**src/rtl/order_manager_pkg.sv**
```systemverilog
// Shared order-word layout and stock-table constants for the order manager slice.
package order_manager_pkg;

    localparam int N_STOCKS  = 4;
    localparam int STOCK_W   = 2;
    localparam int QTY_W     = 7;
    localparam int PRICE_W   = 14;
    localparam int ORD_W     = 24;
    localparam int POS_W     = QTY_W;

    localparam int SIDE_BIT  = 23;
    localparam int STOCK_LSB = 21;
    localparam int QTY_LSB   = 14;
    localparam int PRICE_LSB = 0;

    localparam logic SIDE_BUY  = 1'b1;
    localparam logic SIDE_SELL = 1'b0;

    function automatic logic [ORD_W-1:0] pack_order(
        input logic               side,
        input logic [STOCK_W-1:0] stk,
        input logic [QTY_W-1:0]   qty,
        input logic [PRICE_W-1:0] prc
    );
        logic [ORD_W-1:0] w_word;
        w_word = '0;
        w_word[SIDE_BIT]                   = side;
        w_word[STOCK_LSB +: STOCK_W]       = stk;
        w_word[QTY_LSB +: QTY_W]           = qty;
        w_word[PRICE_LSB +: PRICE_W]       = prc;
        return w_word;
    endfunction

endpackage

```
**src/rtl/order_manager_if.sv**
```systemverilog
// Valid/ready order stream leaving the order manager; master is the producer.
interface order_manager_if;
    import order_manager_pkg::*;

    logic             order_valid;
    logic             order_ready;
    logic [ORD_W-1:0] order_data;

    modport master (output order_valid, output order_data, input order_ready);
    modport slave  (input order_valid, input order_data, output order_ready);

endinterface

```
**src/rtl/order_manager_fifo.sv**
```systemverilog
// Power-of-two order queue; read side is valid/ready, full judged on current count.
module order_fifo #(
    parameter  int WIDTH = 24,
    parameter  int DEPTH = 4,
    localparam int PTR_W = $clog2(DEPTH),
    localparam int CNT_W = PTR_W + 1
) (
    input  logic             clk,
    input  logic             rst,
    input  logic             wr_en,
    input  logic [WIDTH-1:0] wr_data,
    output logic             rd_valid,
    input  logic             rd_ready,
    output logic [WIDTH-1:0] rd_data,
    output logic             full,
    output logic [CNT_W-1:0] count
);

    logic [WIDTH-1:0] r_mem [DEPTH];
    logic [PTR_W-1:0] r_wr_ptr;
    logic [PTR_W-1:0] r_rd_ptr;
    logic [CNT_W-1:0] r_count;
    logic             w_push;
    logic             w_pop;

    assign full     = (r_count == CNT_W'(DEPTH));
    assign rd_valid = (r_count != '0);
    assign rd_data  = r_mem[r_rd_ptr];
    assign count    = r_count;
    assign w_push   = wr_en && !full;
    assign w_pop    = rd_valid && rd_ready;

    // Storage is left uninitialised on reset; the cleared count hides stale entries.
    always_ff @(posedge clk) begin
        if (w_push) r_mem[r_wr_ptr] <= wr_data;
    end

    always_ff @(posedge clk or negedge rst) begin
        if (!rst) begin
            r_wr_ptr <= '0;
            r_rd_ptr <= '0;
            r_count  <= '0;
        end else begin
            if (w_push) r_wr_ptr <= r_wr_ptr + PTR_W'(1);
            if (w_pop)  r_rd_ptr <= r_rd_ptr + PTR_W'(1);
            case ({w_push, w_pop})
                2'b10:   r_count <= r_count + CNT_W'(1);
                2'b01:   r_count <= r_count - CNT_W'(1);
                default: r_count <= r_count;
            endcase
        end
    end

endmodule

```
**src/rtl/order_manager.sv**
```systemverilog
// Turns momentum buy/sell signals into queued orders while tracking per-stock lots.
module order_manager
    import order_manager_pkg::*;
#(
    parameter int MAX_POS    = 16,
    parameter int FIFO_DEPTH = 4
) (
    input  logic                      clk,
    input  logic                      rst,
    input  logic                      enable,
    input  logic                      buy_signal,
    input  logic                      sell_signal,
    input  logic [STOCK_W-1:0]        stock_id,
    input  logic [PRICE_W-1:0]        price,
    order_manager_if.master           ord,
    output logic [4:0]                fifo_count,
    output logic [7:0]                drop_count,
    output logic [N_STOCKS*POS_W-1:0] position
);

    localparam int CNT_W = $clog2(FIFO_DEPTH) + 1;

    logic [POS_W-1:0] r_pos [N_STOCKS];
    logic [7:0]       r_drop;
    logic [POS_W-1:0] w_pos_cur;
    logic             w_req_buy;
    logic             w_req_sell;
    logic             w_req_both;
    logic             w_buy_ok;
    logic             w_sell_ok;
    logic             w_push;
    logic             w_drop;
    logic             w_full;
    logic [CNT_W-1:0] w_count;
    logic [ORD_W-1:0] w_wr_data;

    assign w_pos_cur  = r_pos[stock_id];
    assign w_req_buy  = enable &&  buy_signal && !sell_signal;
    assign w_req_sell = enable && !buy_signal &&  sell_signal;
    assign w_req_both = enable &&  buy_signal &&  sell_signal;

    // Accept decisions use start-of-cycle position and queue occupancy only.
    assign w_buy_ok  = w_req_buy  && (w_pos_cur < POS_W'(MAX_POS)) && !w_full;
    assign w_sell_ok = w_req_sell && (w_pos_cur != '0) && !w_full;
    assign w_push    = w_buy_ok || w_sell_ok;
    assign w_drop    = w_req_both || (w_req_buy && !w_buy_ok) || (w_req_sell && !w_sell_ok);

    assign w_wr_data = pack_order(w_buy_ok ? SIDE_BUY : SIDE_SELL, stock_id,
                                  w_buy_ok ? QTY_W'(1) : w_pos_cur, price);

    always_ff @(posedge clk or negedge rst) begin
        if (!rst) begin
            for (int i = 0; i < N_STOCKS; i++) r_pos[i] <= '0;
            r_drop <= '0;
        end else begin
            if (w_buy_ok)       r_pos[stock_id] <= w_pos_cur + POS_W'(1);
            else if (w_sell_ok) r_pos[stock_id] <= '0;
            if (w_drop && (r_drop != 8'hFF)) r_drop <= r_drop + 8'd1;
        end
    end

    always_comb begin
        position = '0;
        for (int i = 0; i < N_STOCKS; i++) position[POS_W*i +: POS_W] = r_pos[i];
    end

    assign drop_count = r_drop;
    assign fifo_count = 5'(w_count);

    order_fifo #(
        .WIDTH (ORD_W),
        .DEPTH (FIFO_DEPTH)
    ) u_fifo (
        .clk      (clk),
        .rst      (rst),
        .wr_en    (w_push),
        .wr_data  (w_wr_data),
        .rd_valid (ord.order_valid),
        .rd_ready (ord.order_ready),
        .rd_data  (ord.order_data),
        .full     (w_full),
        .count    (w_count)
    );

endmodule

```
**src/flat_wrapper.sv**
```systemverilog
// flat-port wrapper written by rule: the top's interface ports become plain ports
module order_manager_flat import order_manager_pkg::*;
#(
    parameter int MAX_POS    = 16,
    parameter int FIFO_DEPTH = 4
)
  (clk, rst, enable, buy_signal, sell_signal, stock_id, price, fifo_count, drop_count, position, ord_order_valid, ord_order_data, ord_order_ready);
  order_manager_if ord_i ();
  input  logic clk;
  input  logic rst;
  input  logic enable;
  input  logic buy_signal;
  input  logic sell_signal;
  input  logic [STOCK_W-1:0] stock_id;
  input  logic [PRICE_W-1:0] price;
  output logic [4:0] fifo_count;
  output logic [7:0] drop_count;
  output logic [N_STOCKS*POS_W-1:0] position;
  output wire logic [$bits(ord_i.order_valid)-1:0] ord_order_valid;
  output wire logic [$bits(ord_i.order_data)-1:0] ord_order_data;
  input wire logic [$bits(ord_i.order_ready)-1:0] ord_order_ready;
  assign ord_order_valid = ord_i.order_valid;
  assign ord_order_data = ord_i.order_data;
  assign ord_i.order_ready = ord_order_ready;
  order_manager #(.MAX_POS(MAX_POS), .FIFO_DEPTH(FIFO_DEPTH)) u_core (.clk(clk), .rst(rst), .enable(enable), .buy_signal(buy_signal), .sell_signal(sell_signal), .stock_id(stock_id), .price(price), .ord(ord_i), .fifo_count(fifo_count), .drop_count(drop_count), .position(position));
endmodule
```
**config.mk**
```make
export PLATFORM = sky130hd
export DESIGN_NAME = order_manager_flat
export DESIGN_NICKNAME = d
export VERILOG_FILES = /design/src/rtl/order_manager_pkg.sv /design/src/rtl/order_manager_if.sv /design/src/rtl/order_manager_fifo.sv /design/src/rtl/order_manager.sv /design/src/flat_wrapper.sv
export SDC_FILE = /design/constraint.sdc
export NUM_CORES = 1
export LEC_CHECK = 0
export BUFFER_PORTS_ARGS = -buffer_cell sky130_fd_sc_hd__buf_2
export CORE_MARGIN = 1
export CORE_UTILIZATION = 61
export CTS_CLUSTER_DIAMETER = 120
export CTS_CLUSTER_SIZE = 30
export DETAILED_ROUTE_END_ITERATION = 8
export GPL_ROUTABILITY_DRIVEN = 0
export PLACE_DENSITY = 0.85
export SLEW_MARGIN = 0
export SYNTH_ARGS = -nofsm -noshare
export SYNTH_HDL_FRONTEND = slang
export SYNTH_SLANG_ARGS = --single-unit
```
**constraint.sdc**
```tcl
create_clock -name clk -period 4.6 [get_ports clk]
set_input_delay 0.69 -clock clk [delete_from_list [all_inputs] [get_ports clk]]
set_output_delay 0.69 -clock clk [all_outputs]
set_load 0.01 [all_outputs]
```
* Word-level counts from Yosys, hierarchy flattened *
Memories as Yosys holds them, arrays and structs flattened.
Index checks and enable logic that the tools add are counted.

operators by class
  div/mod/pow operators = 0
  add/subtract/negate cells = 6
  muxes and demuxes = 13
  reductions and logical operators = 27
  shift operators = 0
  equal/unequal tests = 4
  bitwise logic cells = 3
  $mul = 0
  order comparisons = 3

operators with widths
  kind                                                        count
  two-way mux 28 bit                                          2
  bitwise AND 28 bit                                          1
  bitwise mux 28 bit                                          1
  two-way mux 7 bit                                           4
  NOT 28 bit                                                  1
  logical AND 1 bit                                           15
  binary-select mux 7 bit (select 2 bit)                      1
  demux 7 bit (select 2 bit)                                  1
  adder 8 x 1 -> 8 bit, second input constant                 1
  != test 8 bit, second input constant                        1
  adder 7 x 1 -> 7 bit, second input constant                 1
  less-than comparator 7 x 5 -> 1 bit, second input constant  1
  nonzero test 7 bit                                          1
  one-hot mux 3 bit (2 select lines)                          1
  zero test 1 bit                                             5
  adder 2 x 1 -> 2 bit, second input constant                 2
  nonzero test 2 bit                                          2
  adder 3 x 1 -> 3 bit, second input constant                 1
  == test 3 bit, second input constant                        1
  greater-or-equal comparator 3 bit, second input constant    1
  logical OR 1 bit                                            3
  less-than comparator 3 x 1 -> 1 bit, second input constant  1
  two-way mux 1 bit                                           3
  NOT 2 -> 3 bit                                              1
  other kinds (4)                                             4

storage, ports and cells
  input port bits = 22
  latch bits = 0
  memory bits (read-only) = 0
  word-level logic and storage cells = 65
  memory bits (writable) = 96
  memories = 1
  output and inout port bits = 66
  bits in registers = 43

memory list
  memory               words  width  read ports  clocked after Yosys merged registers in  wr ports  RTL line                  text
  u_core.u_fifo.r_mem  4      24     1           0                                        1         order_manager_fifo.sv:19  logic [WIDTH-1:0] r_mem [DEPTH];

* Longest topological paths before layout *
Gate-level depths: netlist of run 1.

  word-level depth = 12
  mapped depth = 14
  mapped depth without buffers = 12

* Hierarchy *
A second synthesis of run 1 with hierarchy kept.

second synthesis, totals
  cells, all modules = 309
  area total of the unflattened synthesis = 5730.5 um^2

modules (own cells, without submodules)
  module         seq. area each (um^2)  cells each  instances  area each (um^2)
  order_fifo     3057.9                 163         1          3935.0
  order_manager  900.9                  146         1          1795.5

* Worst setup path after synthesis of run 1 *
No wires, ideal clock.

  kind = input-to-reg
  from = in stock_id[0]
  to = mem u_core.u_fifo.r_mem[0][0] (enable)
  cell stages on the path = 8
  path slack = 1099 ps
  path buffers = 2
  required time = 4192 ps
  data arrival time = 3093 ps
  library setup time = 408 ps
  path through = buf_6 mux4_2 nor3_4 nand2_2 clkinv_2 a21oi_2 buf_6 nor2b_1

between the ends
  longest elaborated chain between the ends = 11
  elaborated cells between the ends (all ways) = 14
  those cells by class = 1 x order compare; 5 x mux; 1 x bitwise; 7 x reduce/logical

RTL lines
  element                                                                           RTL line                                  text
  from (decl)                                                                       flat_wrapper.sv:14                        input logic [STOCK_W-1:0] stock_id;
  NOT 2 -> 3 bit (not written as such) (*)                                          order_manager.sv:37                       assign w_pos_cur = r_pos[stock_id];
  binary-select mux 7 bit (select 2 bit) (*)                                        order_manager.sv:37
  two-way mux 7 bit (not written as such) (*) (2 in series)                         order_manager.sv:37
  less-than comparator 7 x 5 -> 1 bit / nonzero test 7 bit (equally long branches)  order_manager.sv:43, order_manager.sv:44
  logical AND 1 bit, on equally long branches (2 in series)                         order_manager.sv:43, order_manager.sv:44
  logical OR 1 bit (*)                                                              order_manager.sv:45                       assign w_push = w_buy_ok || w_sell_ok;
  logical AND 1 bit (*)                                                             order_manager_fifo.sv:30                  assign w_push = wr_en && !full;
  two-way mux 1 bit (*)                                                             order_manager_fifo.sv:35                  if (w_push) r_mem[r_wr_ptr] <= wr_data;
  two-way mux 1 bit (not written as such) (*)                                       order_manager_fifo.sv:35
  to (decl)                                                                         order_manager_fifo.sv:19

Mark *: on every way between the ends. The rest lies on a longest branch, timed or not. The select of a mux whose other input is x is not followed.

* Worst setup path in the final report of run 1 *
  from = in stock_id[0]
  to = reg u_core.u_fifo.r_count[2], in the netlist u_core.u_fifo.count[2]

between the ends
  longest elaborated chain between the ends = 11
  elaborated cells between the ends (all ways) = 16
  those cells by class = 1 x order compare; 2 x eq/ne; 4 x mux; 1 x bitwise; 8 x reduce/logical

RTL lines
  element                                                                           RTL line                                  text
  NOT 2 -> 3 bit (not written as such) (*)                                          order_manager.sv:37
  binary-select mux 7 bit (select 2 bit) (*)                                        order_manager.sv:37
  two-way mux 7 bit (not written as such) (*) (2 in series)                         order_manager.sv:37
  less-than comparator 7 x 5 -> 1 bit / nonzero test 7 bit (equally long branches)  order_manager.sv:43, order_manager.sv:44
  logical AND 1 bit, on equally long branches (2 in series)                         order_manager.sv:43, order_manager.sv:44
  logical OR 1 bit (*)                                                              order_manager.sv:45
  logical AND 1 bit (*)                                                             order_manager_fifo.sv:30
  == test 2 x 1 -> 1 bit / == test 2 bit (equally long branches)                    order_manager_fifo.sv:46                  case ({w_push, w_pop})
  one-hot mux 3 bit (2 select lines) / nonzero test 2 bit (equally long branches)   --
  to (signal assigned)                                                              order_manager_fifo.sv:47                  2'b10: r_count <= r_count + CNT_W'(1);
  to (signal assigned)                                                              order_manager_fifo.sv:48                  2'b01: r_count <= r_count - CNT_W'(1);
  to (signal assigned)                                                              order_manager_fifo.sv:49                  default: r_count <= r_count;
  to (decl)                                                                         order_manager_fifo.sv:22                  logic [CNT_W-1:0] r_count;

Marks and branches as above.
A chain may end at the register's enable or synchronous reset.

==> results of run 1 <==
[cell usage after synthesis (all sizes together), types with 2 or more instances]
cell type / number
edfxtp: 96
nor2: 9
nand2: 8
a21oi: 2
a21o: 4
a32o: 4
o2bb2ai: 3
inv: 8
a22o: 9
and2: 11
nand3: 5
nor4: 2
buf: 8
mux4: 31
xor2: 10
or3: 2
clkinv: 2
nor3: 7
nand2b: 5
ha: 8
dfrtp: 43
mux2: 2
nor3b: 2
nor2b: 6
xnor2: 6
clkbuf: 7
[per-stage QoR]
step	cell area, µm²	utilization [%]
after detailed placement	6220	70.0
after CTS	6810	76.6
after floorplan	5700	-
after global placement	6220	70.0
final	6810	76.6
after global routing	6810	76.6
[registers in the layout, indices dropped and copies added, names as in the netlist]
signal / count
u_core.drop_count: 8
u_core.position: 28
u_core.u_fifo.count: 3
u_core.u_fifo.r_mem: 96
u_core.u_fifo.r_rd_ptr: 2
u_core.u_fifo.r_wr_ptr: 2
[area by class of cell]
type                            count  area, µm²  area share (%)
Timing Repair Buffer               90        463            6.80
Tap cell                          108        135            1.98
Sequential cell                   139       3960            58.2
Multi-Input combinational cell    146       1620            23.8
Clock buffer                       17        414            6.08
Inverter                           10       38.8           0.570
Clock inverter                     15        175            2.57
[cells by family after synthesis]
group,share of synthesized area (%)
flops,69.5
simple gates,6.50
mux,13.0
compound gates,4.15
buf+inv,2.22
xor+xnor,2.46
fa+ha+maj,2.11
other cells,0.0659
[power groups by stage]
| stage | clock network (mW) | logic, mW | registers (mW) |
|---|---|---|---|
| 2_1_floorplan | 0 | 0.703 | 1.70 |
| 3_3_place_gp | 0 | 0.943 | 1.79 |
| 3_5_place_dp | 0 | 0.972 | 1.81 |
| 4_1_cts | 1.35 | 0.976 | 1.79 |
| 5_1_grt | 1.41 | 1.05 | 1.82 |
| 6_report | 1.33 | 0.963 | 1.78 |
[worst max-delay path: cells and delay by family]
family / cells / cell delay [ps]
muxes: 1 / 670
buffers and inverters: 3 / 520
AOI/OAI and AO/OA: 2 / 290
xor gates and xnor gates: 2 / 300
and+or+nand+nor: 2 / 300
adders and majority gates: 3 / 710
[routing by layer]
layer	vias up	routed length, µm
met3	11	516
met1	1579	4570
li1	1401	-
met4	0	92
met2	124	5410
met5	-	0
[how the worst min path moves through the flow]
stage,slack [ps],from,endpoint,depth (start not counted)
after floorplan,390,rst,u_core.drop_count[0]$_DFFE_PN0P_,0
after global routing,370,price[11],u_core.u_fifo.r_mem[3][11]$_DFFE_PP_,1
final,330,rst,u_core.position[18]$_DFFE_PN0P_,1
after global placement,480,u_core.drop_count[7]$_DFFE_PN0P_,u_core.drop_count[7]$_DFFE_PN0P_,1
after CTS,340,rst,u_core.position[18]$_DFFE_PN0P_,1
after detailed placement,480,u_core.drop_count[7]$_DFFE_PN0P_,u_core.drop_count[7]$_DFFE_PN0P_,1
==> summary.md, run 1 <==
| Metric | Value |
|---|---|
| Synth-to-Final Area Change | 19.6% |
| Avg WL per Cell | 20.2 µm |
| WS Path Type | in -> reg |
| Row cnt | 34 |
| RSZ-0062 raised after global routing | no |
| Main synth FF type | edfxtp_1 |
| Layout cells sized above 1 | 39.6% |
| Height of the die | 98.6 µm |
| Post-synth EDFFs | 96 |
| Met2 usage in global routing | ~40% |
| Drt first pass iters | 4 |
| TritonCTS Buffers | 17 |
| Clk slew on worst S/H paths | 60 ps |
| Design Power | 4.07 mW |
| Max Slew Vio Count | 0 |
| Largest area contributor in the netlist | edfxtp_1 |
| Setup crit start kind | input port |
| Cell-internal power | 2.88 mW |
| Tightest Hold Check Type | in -> async |
| Reg2reg start | u_core.position[1]$_DFFE_PN0P_ |
| Max frequency | roughly 330 MHz |
| GRT met3 Usage | 6.52% |
| H-tree depth | 4 |
| Required time of the critical path | 5040 ps |
| Placement Setup Slack | approximately 1000 ps |
| Yosys cell types | 46 |
| Commonest cells after routing, fill and taps aside | edfxtp_1, buf_2, dfrtp_1 |
| Fillers | ~510 |
| Final period utilization | around 66% |
| Chip width | 98.6 µm |
| Vias in the first global route | 3191 |
| Critical Path Sink Type | flip-flop |
| Syn Inst Count | 309 |
| Number of max-cap violations | 0 |
| Clock share of power | 32.6% |
| Lkg Pwr | 2.75 nW |
| First-pass GRT wire length | 17200 µm |
| Cell count after placement | 493 |
| Clock sink count | 139 |
| Max IR drop VDD | between 0.0004 and 0.0005 V |
| Setup violations, final | 0 |
| Seq pwr share | 43.7% |
| Net load switching power | 1.19 mW |
| Largest net degree at the start of global routing | 44 |
| Fin cells | about 530 |
| FF-to-FF path depth | 12 |
| YS warnings | 0 |
| Initial core utilization | about 64% |
| Nets | 435 |
| Clock Path Buffers | 2 |
| CTS root buf | clkbuf_8 |
| Fin Hold WS | 328 ps |
| TritonCTS clock tree | yes |
| R2R Setup Slk | between 1500 and 2000 ps |
| GR peak layer | met2 |
| WP data arrival | approximately 3500 ps |
| Skew-Pair Late Insertion Delay | 510 ps |
| DR vias/cell | 5.93 |
| Detail Placement HPWL | 6600 µm |
| Setup TNS | 0 ps |
| Input/output buffers | 85 |
| Slew headroom | 23.3% |
| Total GRT Usage | 24.3% |
| Core Area | 8890 µm² |
| Via count | 3115 |
| Final WS setup | 1550 ps |
| Area contributors post-synth | edfxtp_1, dfrtp_1, mux4_2, ha_1, xor2_1 |
| Crit-path cells | buf_2 -> mux4_1 -> inv_1 -> ha_1 -> nor3b_2 -> a21oi_1 -> a21oi_2 -> ha_1 -> inv_1 -> fa_1 -> xor2_1 -> nor2_1 -> xor2_1 |
| Hold_buf cts | 0 |
| Die area | approximately 9700 µm² |
| Initial antenna violation count | 0 |
| Gate power share | roughly a quarter |
| Routing usage on met1 | between 30 and 40% |
| Max Clock Skew | 8.05 ps |
| Commonest non-fill, non-tap cell in the layout | edfxtp_1 |
| Fin. Hold Viols | 0 |
| R2r endpoint | u_core.u_fifo.count[2]$_DFFE_PN0P_ |
| Status | finished, final reports clean |
| GRT Residual Overflow | 0 |
| Total Wirelength | approximately 11000 µm |
| Inserted Diodes | 0 |
| DRC viols | 0 |
| Switching share of power | 29.2% |
| Tmin final | roughly 3100 ps |
| CP Max Fanout | 21 |
| CP max stage cell | mux4_1 |
| Worst path max stage delay | 670 ps |
| Post-DRT Antenna Nets | 0 |
| Sequential area share after synthesis | 69.5% |
| Pwr per Cell Area | 598 nW/µm² |
| Number of DRC markers in iteration 0 | 106 |
| Crit path from | stock_id[0] |
| Critical path endpoint | u_core.u_fifo.count[2]$_DFFE_PN0P_ |
| Post-cts resize count | 0 |
| Worst slew pin tran | 1150 ps |
| #FFs+latches synth | ~140 |
| Mean Syn Cell Area | roughly 18 µm² |
| Cell Area, Synth | 5690 µm² |
| Postcts setup bufs | 0 |
| # IOs | 88 |
| Fraction of registers with async set/reset | between 30 and 40% |
| Post-synth top area share | approximately half |
Note: power is estimated with default switching activity, not from simulation.
==> run 2: changes to the inputs <==
--- a/config.mk
+++ b/config.mk
@@ -7,12 +7,12 @@
 export LEC_CHECK = 0
 export BUFFER_PORTS_ARGS = -buffer_cell sky130_fd_sc_hd__buf_2
 export CORE_MARGIN = 1
-export CORE_UTILIZATION = 61
+export CORE_UTILIZATION = 56
 export CTS_CLUSTER_DIAMETER = 120
 export CTS_CLUSTER_SIZE = 30
 export DETAILED_ROUTE_END_ITERATION = 8
 export GPL_ROUTABILITY_DRIVEN = 0
-export PLACE_DENSITY = 0.85
+export PLACE_DENSITY = 0.79
 export SLEW_MARGIN = 0
 export SYNTH_ARGS = -nofsm -noshare
 export SYNTH_HDL_FRONTEND = slang
==> constraint.sdc (replaced) <==
create_clock -name clk -period 2.9 [get_ports clk]
set_input_delay 0.435 -clock clk [delete_from_list [all_inputs] [get_ports clk]]
set_output_delay 0.435 -clock clk [all_outputs]
set_load 0.01 [all_outputs]
==> summary.md, run 2 (synthesis gave the netlist of run 1 again) <==
| Metric | Value |
|---|---|
| WP data arrival | 3230 ps (was 3490 ps) |
| Required time of the critical path | 3350 ps (was 5040 ps) |
| Status | finished, final reports clean (unchanged) |
| Via count | 3211 (was 3115) |
| Height of the die | 103 µm (was 98.6 µm) |
| GRT Residual Overflow | 0 (unchanged) |
| Post-DRT Antenna Nets | 0 (unchanged) |
| Die area | 10600 µm² (was 9720 µm²) |
| Setup TNS | 0 ps (unchanged) |
| Skew-Pair Late Insertion Delay | 530 ps (was 510 ps) |
| Core Area | 9820 µm² (was 8890 µm²) |
| FF-to-FF path depth | 12 (unchanged) |
| Pwr per Cell Area | 920 nW/µm² (was 598 nW/µm²) |
| Row cnt | 36 (was 34) |
| Chip width | 103 µm (was 98.6 µm) |
| Synth-to-Final Area Change | 24.0% (was 19.6%) |
| Clock sink count | 139 (unchanged) |
| WS Path Type | reg -> reg (was in -> reg) |
| Vias in the first global route | 3303 (was 3191) |
| Number of max-cap violations | 0 (unchanged) |
| Slew headroom | 36.5% (was 23.3%) |
| Input/output buffers | 85 (unchanged) |
| Inserted Diodes | 0 (unchanged) |
| Initial core utilization | 58.0% (was 64.0%) |
| CP max stage cell | mux4_2 (was mux4_1) |
| Final WS setup | 119 ps (was 1550 ps) |
| Layout Utilization | 71.9% (was 76.6%) |
| Placement Setup Slack | -141 ps (was 1010 ps) |
| First-pass GRT wire length | 16700 µm (was 17200 µm) |
| Max IR drop VDD | 0.000620 V (was 0.000430 V) |
| Worst slew pin tran | 952 ps (was 1150 ps) |
| Crit-path cells | mux4_2 -> inv_2 -> ha_1 -> nor3b_4 -> a21oi_1 -> a21oi_2 -> ha_2 -> inv_1 -> fa_1 -> xor2_1 -> nor2_1 -> xor2_1 (was buf_2 -> mux4_1 -> inv_1 -> ha_1 -> nor3b_2 -> a21oi_1 -> a21oi_2 -> ha_1 -> inv_1 -> fa_1 -> xor2_1 -> nor2_1 -> xor2_1) |
| Commonest cells after routing, fill and taps aside | edfxtp_1, buf_2, dfrtp_1 (unchanged) |
| Setup violations, final | 0 (unchanged) |
| Worst path max stage delay | 510 ps (was 670 ps) |
| Initial antenna violation count | 0 (unchanged) |
| Lkg Pwr | 2.87 nW (was 2.75 nW) |
| Hold_buf cts | 0 (unchanged) |
| Total Wirelength | 10900 µm (was 10600 µm) |
| Detail Placement HPWL | 7280 µm (was 6600 µm) |
| Clock Path Buffers | 2 (unchanged) |
| Fin cells | 580 (was 525) |
| Tightest Hold Check Type | in -> async (unchanged) |
| Avg WL per Cell | 18.8 µm (was 20.2 µm) |
| Commonest non-fill, non-tap cell in the layout | edfxtp_1 (unchanged) |
| H-tree depth | 4 (unchanged) |
| Max frequency | 360 MHz |
| Largest net degree at the start of global routing | 44 (unchanged) |
| Area after DPL | 6500 µm² (was 6220 µm²) |
| Reg with most FFs | u_core.u_fifo.r_mem (unchanged) |
| Drt first pass iters | 4 (unchanged) |
| CP Max Fanout | 4 (was 21) |
| Fin area | 7060 µm² (was 6810 µm²) |
| R2R Setup Slk | 120 ps (was 1780 ps) |
| Clk slew on worst S/H paths | 60 ps (about the same) |
| TritonCTS clock tree | yes (unchanged) |
| Number of DRC markers in iteration 0 | 107 (was 106) |
| Total GRT Usage | 22.2% (was 24.3%) |
| Max FFs per register | 96 (unchanged) |
| R2r endpoint | u_core.u_fifo.count[2]$_DFFE_PN0P_ (unchanged) |
| Critical Path Sink Type | flip-flop (unchanged) |
| Final period utilization | 95.9% |
| TritonCTS Buffers | 17 (unchanged) |
| Cell count after placement | 546 (was 493) |
| Reg2reg start | u_core.position[14]$_DFFE_PN0P_ (was u_core.position[1]$_DFFE_PN0P_) |
| Most used cell, CP | xor2_1 |
| Tmin final | 2780 ps |
| Max Slew Vio Count | 0 (unchanged) |
| DRC viols | 0 (unchanged) |
| DR vias/cell | 5.54 (was 5.93) |
| # IOs | 88 (unchanged) |
| Fin. Hold Viols | 0 (unchanged) |
| Max Clock Skew | 11.8 ps (was 8.05 ps) |
| Setup crit start kind | flip-flop (was input port) |
| Nets | 465 (was 435) |
| CTS root buf | clkbuf_8 (unchanged) |
| Layout cells sized above 1 | 45.0% (was 39.6%) |
[run 2: cell count changes in the layout (fill, tap and decap cells not counted), moves of 2 or more]
| cell | previous run | this run |
|---|---|---|
| buf_12 | 0 | 3 |
| buf_4 | 5 | 32 |
| bufinv_16 | 3 | 0 |
| clkinv_2 | 4 | 2 |
| clkinv_4 | 4 | 2 |
| inv_1 | 8 | 6 |
| inv_2 | 0 | 2 |
| inv_6 | 1 | 5 |
| inv_8 | 0 | 3 |
| mux4_1 | 2 | 0 |
| mux4_2 | 29 | 31 |
[run 2: metrics by stage]
stage	total power [mW]	hold WS [ps]
after global routing	6.81	112
after floorplan	3.81	139
after detailed placement	4.54	485
after CTS	6.51	72.7
final	6.49	58.7
after global placement	4.48	481
[run 2: final cells by class]
cell class	instances	area (µm²)
clock inverters	15	130
multi-input cells	146	1620
inverters	10	38.8
repair buffers	120	726
well taps	133	166
flip-flops and latches	139	3960
fillers	661	2760
clock buffers	17	414
[run 2: timing repair]
action	in CTS	in global routing
endpoints found under the setup margin	0	1
buffers inserted	0	2
gates resized for setup	0	6
[run 2: worst max-delay path by stage]
stage                                               end                       startpoint  slack [ps]
finish               u_core.u_fifo.count[2]$_DFFE_PN0P_  u_core.position[14]$_DFFE_PN0P_         120
global route         u_core.u_fifo.count[2]$_DFFE_PN0P_  u_core.position[22]$_DFFE_PN0P_         -30
global placement     u_core.u_fifo.count[2]$_DFFE_PN0P_                      stock_id[0]         -30
detailed placement   u_core.u_fifo.count[2]$_DFFE_PN0P_                      stock_id[0]        -140
CTS                  u_core.u_fifo.count[2]$_DFFE_PN0P_   u_core.position[8]$_DFFE_PN0P_          80
floorplan           u_core.u_fifo.r_mem[0][0]$_DFFE_PP_                      stock_id[0]        -350
[run 2: routing by layer]
layer	GRT usage (%)	routed length, µm	vias up	part of all wire [%]
met5	0	0	-	0
met4	7.15	129	0	1.2
met3	5.42	487	13	4.5
met2	38.8	5720	108	53
met1	27.4	4550	1637	42
li1	-	-	1453	-
[run 2: power breakdown]
part           internal (mW)  leakage [nW]  switching, mW  total, mW
Clock                   1.08         0.258          0.881       1.96
Combinational          0.953          1.19          0.812       1.76
Sequential              2.44          1.42          0.324       2.77
[run 2: worst max-delay path, delay by kind of cell, from the launching register on]
kind | cells | cell delay [ps]
adders and majority gates | 3 | 730
muxes | 1 | 510
DFF | 1 | 420
and+or+nand+nor | 2 | 350
xor gates and xnor gates | 2 | 300
AOI/OAI and AO/OA | 2 | 280
buffers and inverters | 2 | 130
